### config.mk
export PLATFORM = sky130hd
export DESIGN_NAME = traffic_safety_monitor
export DESIGN_NICKNAME = d
export VERILOG_FILES = /design/src/rtl/traffic_pkg.sv /design/src/rtl/traffic_blink.sv /design/src/rtl/traffic_safety_monitor.sv
export SDC_FILE = /design/constraint.sdc
export NUM_CORES = 1
export LEC_CHECK = 0
export ABC_CLOCK_PERIOD_IN_PS = 3800
export BUFFER_PORTS_ARGS = -buffer_cell sky130_fd_sc_hd__buf_2
export CORE_UTILIZATION = 59
export CTS_CLUSTER_DIAMETER = 80
export DETAILED_ROUTE_END_ITERATION = 7
export PLACE_DENSITY = 0.87
export RECOVER_POWER = 100
export SYNTH_ARGS = -nofsm -noshare
export SYNTH_HDL_FRONTEND = slang
export SYNTH_SLANG_ARGS = --single-unit
### constraint.sdc
create_clock -name clk -period 3.8 [get_ports clk]
set_clock_uncertainty 0.05 [all_clocks]
set_input_delay 0.76 -clock clk [delete_from_list [all_inputs] [get_ports clk]]
set_output_delay 0.76 -clock clk [all_outputs]
set_load 0.02 [all_outputs]
### src/rtl/traffic_pkg.sv
// traffic_pkg: shared lamp encodings, fault codes, FSM state type and
// lamp-pattern helper functions for the traffic safety monitor.
// Lamp word layout: [5:3] = A{red,yellow,green}, [2:0] = B{red,yellow,green}.
package traffic_pkg;

  localparam int unsigned LAMP_W  = 6;
  localparam int unsigned GROUP_W = 3;

  localparam logic [LAMP_W-1:0]  ALL_RED = 6'b100100;
  localparam logic [LAMP_W-1:0]  ALL_OFF = 6'b000000;

  localparam logic [GROUP_W-1:0] LAMP_R  = 3'b100;
  localparam logic [GROUP_W-1:0] LAMP_Y  = 3'b010;
  localparam logic [GROUP_W-1:0] LAMP_G  = 3'b001;

  typedef enum logic [1:0] {
    FC_NONE     = 2'b00,
    FC_PATTERN  = 2'b01,
    FC_SEQUENCE = 2'b10,
    FC_WATCHDOG = 2'b11
  } fault_code_e;

  typedef enum logic {
    ST_RUN   = 1'b0,
    ST_FAULT = 1'b1
  } state_e;

  // Exactly one lamp lit in a 3-lamp group.
  function automatic logic onehot3(input logic [GROUP_W-1:0] g);
    return (g == LAMP_R) || (g == LAMP_Y) || (g == LAMP_G);
  endfunction

  // Static pattern check: malformed group, or neither direction shows red.
  function automatic logic pattern_bad(input logic [LAMP_W-1:0] s);
    return !onehot3(s[5:3]) || !onehot3(s[2:0]) || (!s[5] && !s[2]);
  endfunction

  // Forbidden group transitions: G->R (skips yellow), Y->G, R->Y.
  function automatic logic step_bad(input logic [GROUP_W-1:0] prev,
                                    input logic [GROUP_W-1:0] cur);
    return ((prev == LAMP_G) && (cur == LAMP_R)) ||
           ((prev == LAMP_Y) && (cur == LAMP_G)) ||
           ((prev == LAMP_R) && (cur == LAMP_Y));
  endfunction

endpackage

### src/rtl/traffic_blink.sv
// traffic_blink: fault-flash phase generator.
// Ports: clk, clr_n (async active-low), enable_i (count while high, held at 0
// otherwise), phase_c (combinational: 1 when the NEXT cycle is an on-phase).
// The flash is BLINK_HALF cycles on followed by BLINK_HALF cycles off.
module traffic_blink #(
  parameter int unsigned BLINK_HALF = 4
) (
  input  logic clk,
  input  logic clr_n,
  input  logic enable_i,
  output logic phase_c
);

  localparam int unsigned PERIOD = 2 * BLINK_HALF;
  localparam int unsigned CNT_W  = (PERIOD > 1) ? $clog2(PERIOD) : 1;

  logic [CNT_W-1:0] cnt_q;
  logic [CNT_W-1:0] cnt_d;
  logic [CNT_W-1:0] cnt_nxt;

  // Wrap-around position counter; phase looks one cycle ahead so the
  // caller can register the lamp drive without extra latency.
  always_comb begin
    cnt_nxt = (cnt_q == CNT_W'(PERIOD - 1)) ? '0 : cnt_q + CNT_W'(1);
    cnt_d   = enable_i ? cnt_nxt : '0;
    phase_c = (cnt_nxt < CNT_W'(BLINK_HALF));
  end

  always_ff @(posedge clk or negedge clr_n) begin
    if (!clr_n) begin
      cnt_q <= '0;
    end else begin
      cnt_q <= cnt_d;
    end
  end

endmodule

### src/rtl/traffic_safety_monitor.sv
// traffic_safety_monitor: validates the lamp pattern from a traffic
// controller and forces an all-red flash when it misbehaves.
// Ports: clk, clr_n (async active-low), lights_in[5:0] (controller lamps),
// fault_clr (leave fault mode, honoured only with all-red input),
// lights_out[5:0] (registered lamp drive), fault (in FAULT state),
// fault_code[1:0] (sticky cause: 01 pattern, 10 sequence, 11 watchdog).
// Build option: define SAFETY_SEQ_CHECK_EN to enable transition checking.
module traffic_safety_monitor
  import traffic_pkg::*;
#(
  parameter int unsigned MAX_HOLD   = 32,
  parameter int unsigned BLINK_HALF = 4
) (
  input  logic              clk,
  input  logic              clr_n,
  input  logic [LAMP_W-1:0] lights_in,
  input  logic              fault_clr,
  output logic [LAMP_W-1:0] lights_out,
  output logic              fault,
  output logic [1:0]        fault_code
);

  localparam int unsigned HOLD_W = $clog2(MAX_HOLD + 1);

  state_e            state_q, state_d;
  fault_code_e       code_q,  code_d;
  logic [LAMP_W-1:0] lights_q, lights_d;
  logic [LAMP_W-1:0] prev_q;
  logic [HOLD_W-1:0] hold_q,  hold_d, hold_nxt;

  logic pat_bad_c;
  logic seq_bad_c;
  logic wdg_bad_c;
  logic phase_c;

  traffic_blink #(
    .BLINK_HALF (BLINK_HALF)
  ) u_blink (
    .clk      (clk),
    .clr_n    (clr_n),
    .enable_i (state_q == ST_FAULT),
    .phase_c  (phase_c)
  );

  // Hold counter: restarts on any change, saturates at MAX_HOLD.
  always_comb begin
    if (lights_in != prev_q) begin
      hold_nxt = '0;
    end else if (hold_q == HOLD_W'(MAX_HOLD)) begin
      hold_nxt = hold_q;
    end else begin
      hold_nxt = hold_q + HOLD_W'(1);
    end
  end

  assign pat_bad_c = pattern_bad(lights_in);
  assign wdg_bad_c = (hold_nxt == HOLD_W'(MAX_HOLD));

`ifdef SAFETY_SEQ_CHECK_EN
  assign seq_bad_c = step_bad(prev_q[5:3], lights_in[5:3]) ||
                     step_bad(prev_q[2:0], lights_in[2:0]);
`else
  assign seq_bad_c = 1'b0;
`endif

  // Next-state and lamp-drive logic.
  always_comb begin
    state_d  = state_q;
    code_d   = code_q;
    lights_d = lights_q;
    hold_d   = hold_nxt;
    case (state_q)
      ST_RUN: begin
        if (pat_bad_c || seq_bad_c || wdg_bad_c) begin
          state_d  = ST_FAULT;
          lights_d = ALL_RED;
          if (pat_bad_c) begin
            code_d = FC_PATTERN;
          end else if (seq_bad_c) begin
            code_d = FC_SEQUENCE;
          end else begin
            code_d = FC_WATCHDOG;
          end
        end else begin
          lights_d = lights_in;
        end
      end
      ST_FAULT: begin
        if (fault_clr && (lights_in == ALL_RED)) begin
          state_d  = ST_RUN;
          code_d   = FC_NONE;
          lights_d = ALL_RED;
          hold_d   = '0;
        end else begin
          lights_d = phase_c ? ALL_RED : ALL_OFF;
        end
      end
      default: begin
        state_d  = ST_RUN;
        code_d   = FC_NONE;
        lights_d = ALL_RED;
        hold_d   = '0;
      end
    endcase
  end

  always_ff @(posedge clk or negedge clr_n) begin
    if (!clr_n) begin
      state_q  <= ST_RUN;
      code_q   <= FC_NONE;
      lights_q <= ALL_RED;
      prev_q   <= ALL_RED;
      hold_q   <= '0;
    end else begin
      state_q  <= state_d;
      code_q   <= code_d;
      lights_q <= lights_d;
      prev_q   <= lights_in;
      hold_q   <= hold_d;
    end
  end

  assign lights_out = lights_q;
  assign fault      = (state_q == ST_FAULT);
  assign fault_code = code_q;

endmodule
==> flow_summary.toml <==
[yosys]
synth_ff_type = "dfrtp_1"
ys_ff_latch = 24
syn-num-nets = 121
syn_area_um2 = 1216
ys_types = 39
synth_edf_count = 0
synth_top_cell_by_area = "dfrtp_1"
yosysWarningCount = 0
seq_area_frac_synth_pct = 49.79
postSynthAreaPerCell_um2 = 11.26
synth_top_cell_area_share_pct = 41.15
synth.area.top_cells = "dfrtp_1, dfstp_2, xor2_1"
async_flop_share_pct = 100.0
synthCells = 108

[critical_path]
critPathRequiredTime_ps = 4010
crit_family = "simple AND/OR/NAND/NOR gates"
r2r_end = "lights_out[5]"
crit_top_cell = "or3_1"
cpPeakStageDelay_ps = 560
path_cells = "inv_1 -> ha_1 -> nand3b_1 -> or3_1 -> or3_1 -> a2111oi_4 -> o41a_1"
endpoint = "lights_out[5]"
rrSetupSlack_ps = 1260
critPathCaptureType = "flop"
crit_path_start_kind = "flop"
regToRegStartpoint = "hold_q[0]"
path_depth = 7
crit_slowest_cell = "a2111oi_4"
cp_num_buf_inv = 1
crit_start = "hold_q[0]"
arrival_ps = 2760
criticalPathCategory = "reg -> reg"
critPathMaxFanout = 9
rr_worst_depth = 7

[cells_and_area]
antenna_cells = 0
final_cells = 151
final_common_cell = "dfrtp_1"
fin_nets = 138
drive_gt1_share_pct = 10.48
syn_to_final_growth_pct = 7.099
final_cell_mix = "dfrtp_1, clkbuf_1, nor2_1"

[floorplan]
ioPinCount = 18
initial_utilization_pct = 62.63
dieArea_um2 = 2247
rows = 16
coreArea_um2 = 1942
die_h_um = 47.40
die_w_um = 47.40

[placed_design]
numPortBuffers = 17
gp_congestion = 0.7396
hpwl_mm = 1.686
dp.cells = 147

[clock_tree]
post_cts_resize_count = 0
post_cts.repair.setup_buffers = 0
clk_latency_ps = 310
clkSinkCount = 24
htreeDepth = 1
cts_hold_buf = 0
clockRootBuffer = "clkbuf_4"
clock_path_buffers = 2
numCtsBuffers = 3
clkTransAtPathRegs_ps = 120
cts_tree = "done"

[sta]
slew-limit-headroom_pct = 21.98
hold_viol = 0
tns_ps = 0
final.min_clock_period_ps = 2543
fmax_mhz = 393.3
slew_violations = 0
fin_crit_sh_pct = 66.91
finalSetupViolCount = 0
tightest_slew_ps = 1170
rsz0062_at_grt = "false"

[grt]
antenna_found_initial = 0
grtUsageTotal_pct = 22.56
grt_pass1_vias = 772
overflow = 0
grt_pass1_wl_mm = 3.353
grt_max_degree = 25

[routing]
viasPerCell = 5.768
drtAntennaViolNets = 0
num_vias = 871
wl_mm = 2.228
wl_per_cell_um = 14.75
first_pass_iters = 4
drt_iter0_drc = 11
route.detailed.drc = 0

[flow_run]
max-cap-violations = 0

[status]
status = "completed"

[power]
peakVddDrop_mv = 0.3758
p_per_area_nw_per_um2 = 447.4
p_leak_nw = 0.5216

[worst_hold_path]
hold_class = "reg -> reg"
min_from = "u_blink.cnt_q[0]"
-- worst reg2reg max path, delay by kind of cell (launching register included) --
| family | cells | cell delay [ps] |
|---|---|---|
| AOI/OAI and AO/OA | 2 | 790 |
| DFF | 1 | 490 |
| adders and majority gates | 1 | 150 |
| and+or+nand+nor | 3 | 890 |
| buffers and inverters | 1 | 120 |
-- cell usage after synthesis (2+ instances only) --
master / instances
o21ai_0: 2
nor2_1: 8
buf_6: 3
nand2_1: 5
a21o_1: 2
nor4_1: 2
nor4b_1: 2
a21oi_1: 4
nand2b_1: 3
dfrtp_1: 20
o41a_1: 2
inv_1: 2
nor3_1: 2
o21a_1: 2
nand3b_1: 2
ha_1: 4
dfstp_2: 4
nand3_1: 7
xnor2_1: 5
and2_1: 2
or3_1: 2
xor2_1: 6
-- routing by layer --
metal	wire, um	global-route usage (%)	up-vias	share of wire, %
met2	1189	40.55	16	53
met5	0	0	-	0
li1	-	-	416	-
met3	45	2.308	4	2.0
met4	28	10.29	0	1.3
met1	965	26.93	435	43
-- cell type report --
| type | instances | area, um2 |
|---|---|---|
| tap | 27 | 33.78 |
| fill | 168 | 639.4 |
| multi-input combinational | 76 | 550.5 |
| inverter | 3 | 11.26 |
| sequential | 24 | 605.6 |
| timing repair buffer | 17 | 65.06 |
| clock buffer | 4 | 36.28 |
-- how the worst min path moves through the flow --
| stage | to | slack [ps] | cells after the start |
|---|---|---|---|
| after floorplan | u_blink.cnt_q[0] | 360 | 1 |
| after global placement | u_blink.cnt_q[0] | 370 | 1 |
| after detailed placement | u_blink.cnt_q[0] | 370 | 1 |
| after CTS | lights_out[1] | 350 | 1 |
| after global routing | u_blink.cnt_q[0] | 440 | 1 |
| final | u_blink.cnt_q[0] | 400 | 1 |
-- logic make-up (layout without fill, tap and decap cells) --
family | count (synthesis) | count (layout) | share of synthesized area, %
buffers and inverters | 8 | 24 | 4.526
adders and majority gates | 4 | 4 | 4.115
AOI/OAI and AO/OA | 20 | 20 | 14.20
and+or+nand+nor | 41 | 41 | 19.44
DFF | 24 | 24 | 49.79
xor gates and xnor gates | 11 | 11 | 7.922
-- through the flow --
stage / hold slack (ps) / instance area (um2) / setup WS (ps) / util [%] / total power [mW]
4_1_cts: 351.5 / 1328 / 1262 / 68.36 / 0.5963
6_report: 402.3 / 1303 / 1257 / 67.07 / 0.5827
3_5_place_dp: 373.0 / 1291 / 1133 / 66.49 / 0.4658
3_3_place_gp: 371.0 / 1291 / 1201 / 66.49 / 0.4505
5_1_grt: 435.9 / 1303 / 1129 / 67.07 / 0.6137
2_1_floorplan: 358.5 / 1216 / 1391 / - / 0.4144
-- where the power goes --
group	internal [mW]	switching (mW)	total (mW)	leakage, nW
Clock	0.0586	0.0719	0.130	0.0210
Sequential	0.297	0.0132	0.310	0.297
Combinational	0.0612	0.0811	0.142	0.203
-- sequential cells by signal, indices dropped and copies added, names as in the netlist --
signal         cells
fault              1
fault_code         2
hold_q             6
lights_out         6
prev_q             6
u_blink.cnt_q      3
Note: power is estimated with default switching activity, not from simulation.
